==> src/rtl/alu_share_arbiter.sv <==
// alu_share_arbiter
//   Shares one WIDTH-bit ALU (AND/OR/ADD/SUB, zero flag) between NREQ requesters.
//   A round-robin arbiter picks one valid request per cycle. The chosen operation is
//   evaluated and captured in a single-entry response register, which holds its
//   result until the consumer takes it (rsp_valid & rsp_ready).
//
// Ports
//   clk         rising-edge clock
//   rst_n       synchronous active-low reset
//   req_valid   per-requester request strobe
//   req_ready   per-requester accept (one-hot or zero, purely combinational)
//   req_op      3-bit op of requester i at [3i+2:3i]
//   req_a/b     operands of requester i at [WIDTH*i +: WIDTH]
//   rsp_valid   response register holds a result
//   rsp_ready   consumer takes the response this cycle
//   rsp_id      index of the requester that issued the op
//   rsp_result  ALU result (0 for illegal ops)
//   rsp_zero    result == 0 for legal ops
//   rsp_err     op code was illegal (1xx)

module alu_share_arbiter #(
    parameter int unsigned NREQ  = 4,
    parameter int unsigned WIDTH = 8,
    // Derived; do not override.
    parameter int unsigned ID_W  = $clog2(NREQ)
) (
    input  logic                   clk,
    input  logic                   rst_n,
    input  logic [NREQ-1:0]        req_valid,
    output logic [NREQ-1:0]        req_ready,
    input  logic [3*NREQ-1:0]      req_op,
    input  logic [WIDTH*NREQ-1:0]  req_a,
    input  logic [WIDTH*NREQ-1:0]  req_b,
    output logic                   rsp_valid,
    input  logic                   rsp_ready,
    output logic [ID_W-1:0]        rsp_id,
    output logic [WIDTH-1:0]       rsp_result,
    output logic                   rsp_zero,
    output logic                   rsp_err
);

    typedef enum logic [0:0] {StEmpty, StFull} state_e;

    state_e            state_q, state_d;
    logic [ID_W-1:0]   last_grant_q;
    logic [ID_W-1:0]   rsp_id_q;
    logic [WIDTH-1:0]  rsp_result_q;
    logic              rsp_zero_q;
    logic              rsp_err_q;

    // Arbitration
    logic [ID_W-1:0]   winner;
    logic              any_valid;
    logic              accept;
    int unsigned       arb_idx;

    // Rotating search starting just after the last grant; first valid wins.
    always_comb begin
        winner    = '0;
        any_valid = 1'b0;
        arb_idx   = 0;
        for (int unsigned k = 1; k <= NREQ; k++) begin
            if (!any_valid) begin
                arb_idx = (32'(last_grant_q) + k) % NREQ;
                if (req_valid[arb_idx]) begin
                    any_valid = 1'b1;
                    winner    = ID_W'(arb_idx);
                end
            end
        end
    end

    // rst_n gates accept so nothing is granted while reset is being applied.
    always_comb begin
        accept = rst_n & any_valid & ((state_q == StEmpty) | rsp_ready);
    end

    always_comb begin
        req_ready         = '0;
        req_ready[winner] = accept;
    end

    // Shared ALU on the winner's operands
    logic [2:0]        alu_op;
    logic [WIDTH-1:0]  alu_a, alu_b, alu_res;
    logic              alu_err, alu_zero;

    always_comb begin
        alu_op = req_op[3*32'(winner) +: 3];
        alu_a  = req_a[WIDTH*32'(winner) +: WIDTH];
        alu_b  = req_b[WIDTH*32'(winner) +: WIDTH];
    end

    always_comb begin
        alu_res = '0;
        alu_err = 1'b0;
        unique case (alu_op)
            3'b000:  alu_res = alu_a & alu_b;
            3'b001:  alu_res = alu_a | alu_b;
            3'b010:  alu_res = alu_a + alu_b;
            3'b011:  alu_res = alu_a - alu_b;
            default: alu_err = 1'b1;
        endcase
        alu_zero = !alu_err && (alu_res == '0);
    end

    // Response register FSM
    always_comb begin
        state_d = state_q;
        unique case (state_q)
            StEmpty: if (accept) state_d = StFull;
            StFull:  if (rsp_ready && !accept) state_d = StEmpty;
            default: state_d = StEmpty;
        endcase
    end

    always_ff @(posedge clk) begin
        if (!rst_n) begin
            state_q      <= StEmpty;
            last_grant_q <= ID_W'(NREQ - 1);
            rsp_id_q     <= '0;
            rsp_result_q <= '0;
            rsp_zero_q   <= 1'b0;
            rsp_err_q    <= 1'b0;
        end else begin
            state_q <= state_d;
            if (accept) begin
                last_grant_q <= winner;
                rsp_id_q     <= winner;
                rsp_result_q <= alu_res;
                rsp_zero_q   <= alu_zero;
                rsp_err_q    <= alu_err;
            end
        end
    end

    always_comb begin
        rsp_valid  = (state_q == StFull);
        rsp_id     = rsp_id_q;
        rsp_result = rsp_result_q;
        rsp_zero   = rsp_zero_q;
        rsp_err    = rsp_err_q;
    end

endmodule

==> config.mk <==
export PLATFORM = sky130hd
export DESIGN_NAME = alu_share_arbiter
export DESIGN_NICKNAME = d
export VERILOG_FILES = /design/src/rtl/alu_share_arbiter.sv
export SDC_FILE = /design/constraint.sdc
export NUM_CORES = 1
export LEC_CHECK = 0
export BUFFER_PORTS_ARGS = -buffer_cell sky130_fd_sc_hd__clkbuf_2
export CORE_MARGIN = 2
export CORE_UTILIZATION = 46
export DETAILED_ROUTE_END_ITERATION = 10
export GPL_ROUTABILITY_DRIVEN = 0
export PLACE_DENSITY = 0.82
export SKIP_CTS_REPAIR_TIMING = 1
export SLEW_MARGIN = 20
export SYNTH_ARGS = -nofsm -noshare
export SYNTH_HDL_FRONTEND = slang
export SYNTH_SLANG_ARGS = --single-unit
==> constraint.sdc <==
create_clock -name clk -period 7 [get_ports clk]
set_clock_uncertainty 0.05 [all_clocks]
set_input_delay 1.75 -clock clk [delete_from_list [all_inputs] [get_ports clk]]
set_output_delay 1.75 -clock clk [all_outputs]
set_load 0.03 [all_outputs]
* After elaboration in Yosys (flattened, before gate mapping)
Cells that the tools add are included.
** Storage, ports and cells
- Bits in writable memories :: 0
- Register bits :: 15
- Memories kept :: 0
- Input port bits :: 83
- Bits in latches :: 0
- Bits in read-only memories :: 0
- Output and inout port bits :: 17
** Cells by class
- Multipliers :: 1
- Divide/modulo/power cells :: 0
- Order comparisons :: 6
- Shift-type cells :: 3
- Eq/ne operators :: 3
- Add/sub/neg operators :: 6
- Muxes and demuxes :: 29
- Bitwise operators :: 7
- Reduce and logical (&&, ||, !) cells :: 7
** Operator list (number)
- indexed part select 32 x 6 -> 8 bit :: 2
- case mux 8 bit (4 select lines) :: 1
- < comparator 2 x 3 -> 1 bit (second input constant) :: 5
- two-way mux 1 bit :: 15
- two-way mux 2 bit :: 7
- indexed part select 12 x 5 -> 3 bit :: 1
- adder 8 bit :: 1
- AND 8 bit :: 1
- binary-select mux 1 bit (select 2 bit) :: 4
- logical NOT 8 bit :: 1
- bitwise OR 8 bit :: 1
- subtractor 8 bit :: 1
- equality test 3 x 2 -> 1 bit (second input constant) :: 2
- adder 2 x 1 -> 2 bit (second input constant) :: 2
- adder 2 bit (second input constant) :: 2
- AND 4 bit :: 1
- multiplier 2 x 2 -> 4 bit (first input constant) :: 1
- OR reduction 4 bit :: 1
- equality test 3 x 1 -> 1 bit (second input constant) :: 1
- logical AND 1 bit :: 3
- logical NOT 3 bit :: 1
- AND 1 bit :: 2
- demux 1 bit (select 2 bit) :: 1
- >= comparator 2 x 1 -> 1 bit (second input constant) :: 1
- 4 further kinds :: 4

* Depth between registers and ports, before layout
- Depth after elaboration :: 16
- Depth in mapped cells :: 18
- Mapped depth without buffers :: 16

* Least setup slack after synthesis
No wires, ideal clock.
- Path kind :: in2reg
- Start point :: input req_valid[1]
- End point :: register rsp_zero_q (netlist: rsp_zero)
- Path slack :: 1.370 ns
- Library setup time :: 0.069 ns
- Data arrival time :: 5.511 ns
- Data required time :: 6.881 ns
- Stages :: 17
- Path through :: nor2_1 > nor3_2 > a211oi_4 > buf_8 > mux4_1 > or2_2 > nand2_1 > xor2_1 > ha_1 > a21o_1 > a21oi_1 > o21ai_0 > xnor2_1 > o21ai_1 > or3_1 > or4_1 > o21ai_1
** Between the ends
- Word-level cells in the longest chain between the ends :: 15
** RTL lines
- from (decl) :: RTL line 29 : input logic [NREQ-1:0] req_valid,
- binary-select mux 1 bit (select 2 bit) :: RTL line 65 : if (req_valid[arb_idx]) begin
- two-way mux 1 bit (implied by the code) :: RTL line 65
- two-way mux 2 bit (2 in a row) :: RTL line 65
- two-way mux 2 bit :: RTL line 63 : if (!any_valid) begin
- two-way mux 2 bit :: RTL line 65
- two-way mux 2 bit :: RTL line 63
- two-way mux 2 bit :: RTL line 65
- two-way mux 2 bit :: RTL line 63
- multiplier 2 x 2 -> 4 bit :: RTL line 89 : alu_op = req_op[3*32'(winner) +: 3];
- indexed part select 12 x 5 -> 3 bit :: RTL line 89
- equality test 3 x 2 -> 1 bit, or another cell as far along :: RTL line 97 : unique case (alu_op)
- case mux 8 bit (4 select lines) :: RTL line 97
- logical NOT 8 bit :: RTL line 104 : alu_zero = !alu_err && (alu_res == '0);
- logical AND 1 bit :: RTL line 104
- to (signal assigned) :: RTL line 131 : rsp_zero_q <= alu_zero;
- to (decl) :: RTL line 48 : logic rsp_zero_q;
Several ways; a longest one is shown, not always the timed one. The select of a mux whose other input is x is not followed.
A chain may end at the register's enable or synchronous reset.

* Final worst setup path
Same ends and word-level chain as after synthesis.

==> key figures <==
STA
  • Max-slew violations: 0
  • Hold Fails Final Rpt: 0
  • Final Cycle Share: a little over four fifths
  • Setup violations, final: 0
  • Setup TNS: 0 ns
  • Min cycle time layout: between 5 and 6 ns
  • RSZ-0062 raised after global routing: false
  • FMAX: around 170 MHz
  • Rel. slew slack: slightly above 60%
  • Slew @ Worst Pin: slightly below 0.6 ns
  • Setup ws final: between 1 and 1.5 ns

Cells and area
  • Commonest non-fill, non-tap cell in the layout: clkbuf_2
  • Area of the multi-input gates: approximately 1500 sq um
  • Commonest non-fill, non-tap cells in the layout: clkbuf_2 (99), nand2_1 (19), mux2i_1 (17), a21oi_1 (16), dfxtp_1 (15)
  • Reg area: 300 sq um
  • Fill count: approximately 340
  • Area Overhead vs Synth: 30.4%
  • Diodes inserted: 0
  • Layout cells sized above 1: between 40 and 50%
  • Final std cells w/o fill: ~360
  • Post-layout net count: between 300 and 400

Drt
  • Routed len/inst: about 13 um
  • DRT Pass-1 Iters: 4
  • Via density per instance: 5.60
  • Routed WL: roughly 4800 um
  • Final ANT Viol Nets: 0
  • Drt initial violations: around 170
  • DRC Markers: 0
  • Vias: roughly 2000

Synth
  • Main flop type after synthesis: dfxtp_1
  • Syn nets: approximately 300
  • Synth Warn #: 0
  • Mean cell area of the mapped netlist: just under 9 sq um
  • Number of synthesized flops with an enable pin: 0
  • Asr flop ratio synth: 0%
  • Gate count of the mapped netlist: 211
  • Synth Cell Area: approximately 1800 sq um
  • Register area share after synthesis: approximately 16%
  • FF+latch count, synth: 15
  • Yosys cell types: 55

Worst hold path
  • Hold Path Cell Cnt: 2
  • Hold WC Path Type: reg2reg

Clocking
  • Max clock buf depth: 2
  • CTS tree: done
  • Clk sinks: 15
  • TritonCTS buffer count: 3
  • Clk Tree Root Cell: clkbuf_8
  • Worst-skew pair later-pin latency: 0.24 ns
  • CTS H-tree depth: 1
  • Clk pin slew, worst setup/hold paths: 0.06 ns

Die
  • DIE AREA: approximately 4500 sq um
  • Initial Util: between 40% and 50%
  • Chip Width: between 60 and 70 um
  • I/O Pins: 100
  • Die height: just under 70 um
  • CORE AREA: between 3000 and 4000 sq um
  • Row count: 23

Setup path
  • Critical Path Fanout Max: 11
  • Worst Setup End Kind: flop
  • Max incr delay on CP: about 0.70 ns
  • Worst path arrival time: 6.06 ns
  • Worst Setup Start Kind: input pin
  • Worst path cell trace: clkbuf_2 > nor2_1 > nor3_2 > a211oi_4 > buf_4 > mux4_1 > or2_2 > o21ai_0 > xor2_1 > ha_1 > a21oi_1 > o21ai_0 > xnor2_1 > o21ai_1 > or3_1 > or4_1 > o21ai_1
  • Worst r2r path cells: 16
  • CP required: between 7 and 8 ns
  • Setup CP Type: in2reg
  • Critical Path Slowest Stage Cell: mux4_1

Pwr
  • PD cells: 266 nW/um^2
  • Leak: ~1.2 nW
  • Peak VDD IR: around 0.12 mV

Flow run
  • Maxcap violations: 0

GRT
  • Total track usage: between 20% and 30%
  • Initial antenna violation count: 0
  • Largest net degree at the start of global routing: 36
  • First-pass GRT wire length: around 7800 um
  • Vias in the first global route: roughly 1800
  • GRT Residual Overflow: 0

Placement
  • DP Worst Slack: around 0.85 ns
  • Hpwl dp: between 4000 and 5000 um
  • Placed cell count: 354
  • Number of buffers added on ports: 99

Run status
  • Outcome: complete, no violations
-- sequential cells by signal (all words and copies together), names as in the netlist --
name	cells
rsp_zero	1
rsp_valid	1
rsp_id	2
rsp_result	8
last_grant_q	2
rsp_err	1
-- through the flow --
stage / hold WS, ns / total power [mW] / cell area, sq um / util [%]
floorplan: 0.431 / 0.468 / 1850 / -
global placement: 0.393 / 0.559 / 2360 / 59.9
detailed placement: 0.397 / 0.566 / 2360 / 59.9
CTS: 0.406 / 0.637 / 2410 / 61.1
global route: 0.431 / 0.690 / 2410 / 61.1
finish: 0.404 / 0.639 / 2410 / 61.1
-- area by class of cell --
cell class,count,share of cell area (%)
clock buffer,4,1.87
inverter,3,0.468
multi-input combinational,183,60.8
sequential,15,12.5
tap,50,2.60
timing repair buffer,103,21.8
-- cells in the mapped netlist, types with 2 or more instances --
library cell,number,area share [%]
a21o_1,2,0.81
and3_1,5,1.7
nor2_1,14,2.8
mux4_2,4,4.9
nor2b_1,5,1.7
nand2b_1,5,1.7
clkbuf_1,2,0.41
mux4_1,6,8.5
a21oi_1,16,4.3
a22o_1,3,1.4
a211oi_1,6,2.4
nor3_1,2,0.54
mux2i_1,17,9.2
ha_1,6,4.1
a31oi_1,3,1.0
xnor2_1,6,2.8
xor2_1,6,2.8
dfxtp_1,15,16
nand2_1,19,3.9
o21ai_1,2,0.54
buf_2,4,1.1
nor3b_1,2,0.81
buf_6,2,1.2
o21ai_0,14,3.8
inv_1,2,0.41
maj3_1,4,2.2
nand3_1,7,1.9
o21a_1,2,0.81
or2_2,2,0.68
mux2_2,3,1.8
-- worst max-delay path, delay by kind of cell --
| family | cells | cell delay [ns] |
|---|---|---|
| simple gates | 5 | 1.37 |
| compound gates | 6 | 1.19 |
| mux | 1 | 0.70 |
| buf+inv | 2 | 0.40 |
| fa+ha+maj | 1 | 0.31 |
| xor+xnor | 2 | 0.33 |
-- metal layers --
metal | share of wire, % | track usage (%) | up-vias
met4 | 2.9 | 11.2 | 0
li1 | - | - | 993
met2 | 48 | 38.5 | 102
met1 | 42 | 26.8 | 898
met5 | 0 | 0 | -
met3 | 7.2 | 2.17 | 12
-- logic make-up after synthesis --
| group | Yosys count | share of synthesized area, % |
|---|---|---|
| fa+ha+maj | 12 | 7.93 |
| xor+xnor | 12 | 5.69 |
| mux | 30 | 24.5 |
| compound gates | 61 | 21.8 |
| buf+inv | 13 | 4.88 |
| simple gates | 68 | 18.9 |
| flops | 15 | 16.3 |
-- path summary, 6_finish.rpt --
path                                 startpoint             to  slack [ns]
worst max-delay path               req_valid[1]       rsp_zero        1.07
worst min-delay path              rsp_result[3]  rsp_result[3]        0.40
worst max register to register  last_grant_q[0]       rsp_zero        2.25
worst min register to register    rsp_result[3]  rsp_result[3]        0.40
-- report_power, final --
part	switching (mW)	leakage (nW)	internal [mW]
clock	0.0287	0.0228	0.0403
combinational	0.260	1.00	0.202
sequential	0.00935	0.123	0.0998
Power figures use the tool's default switching activity.
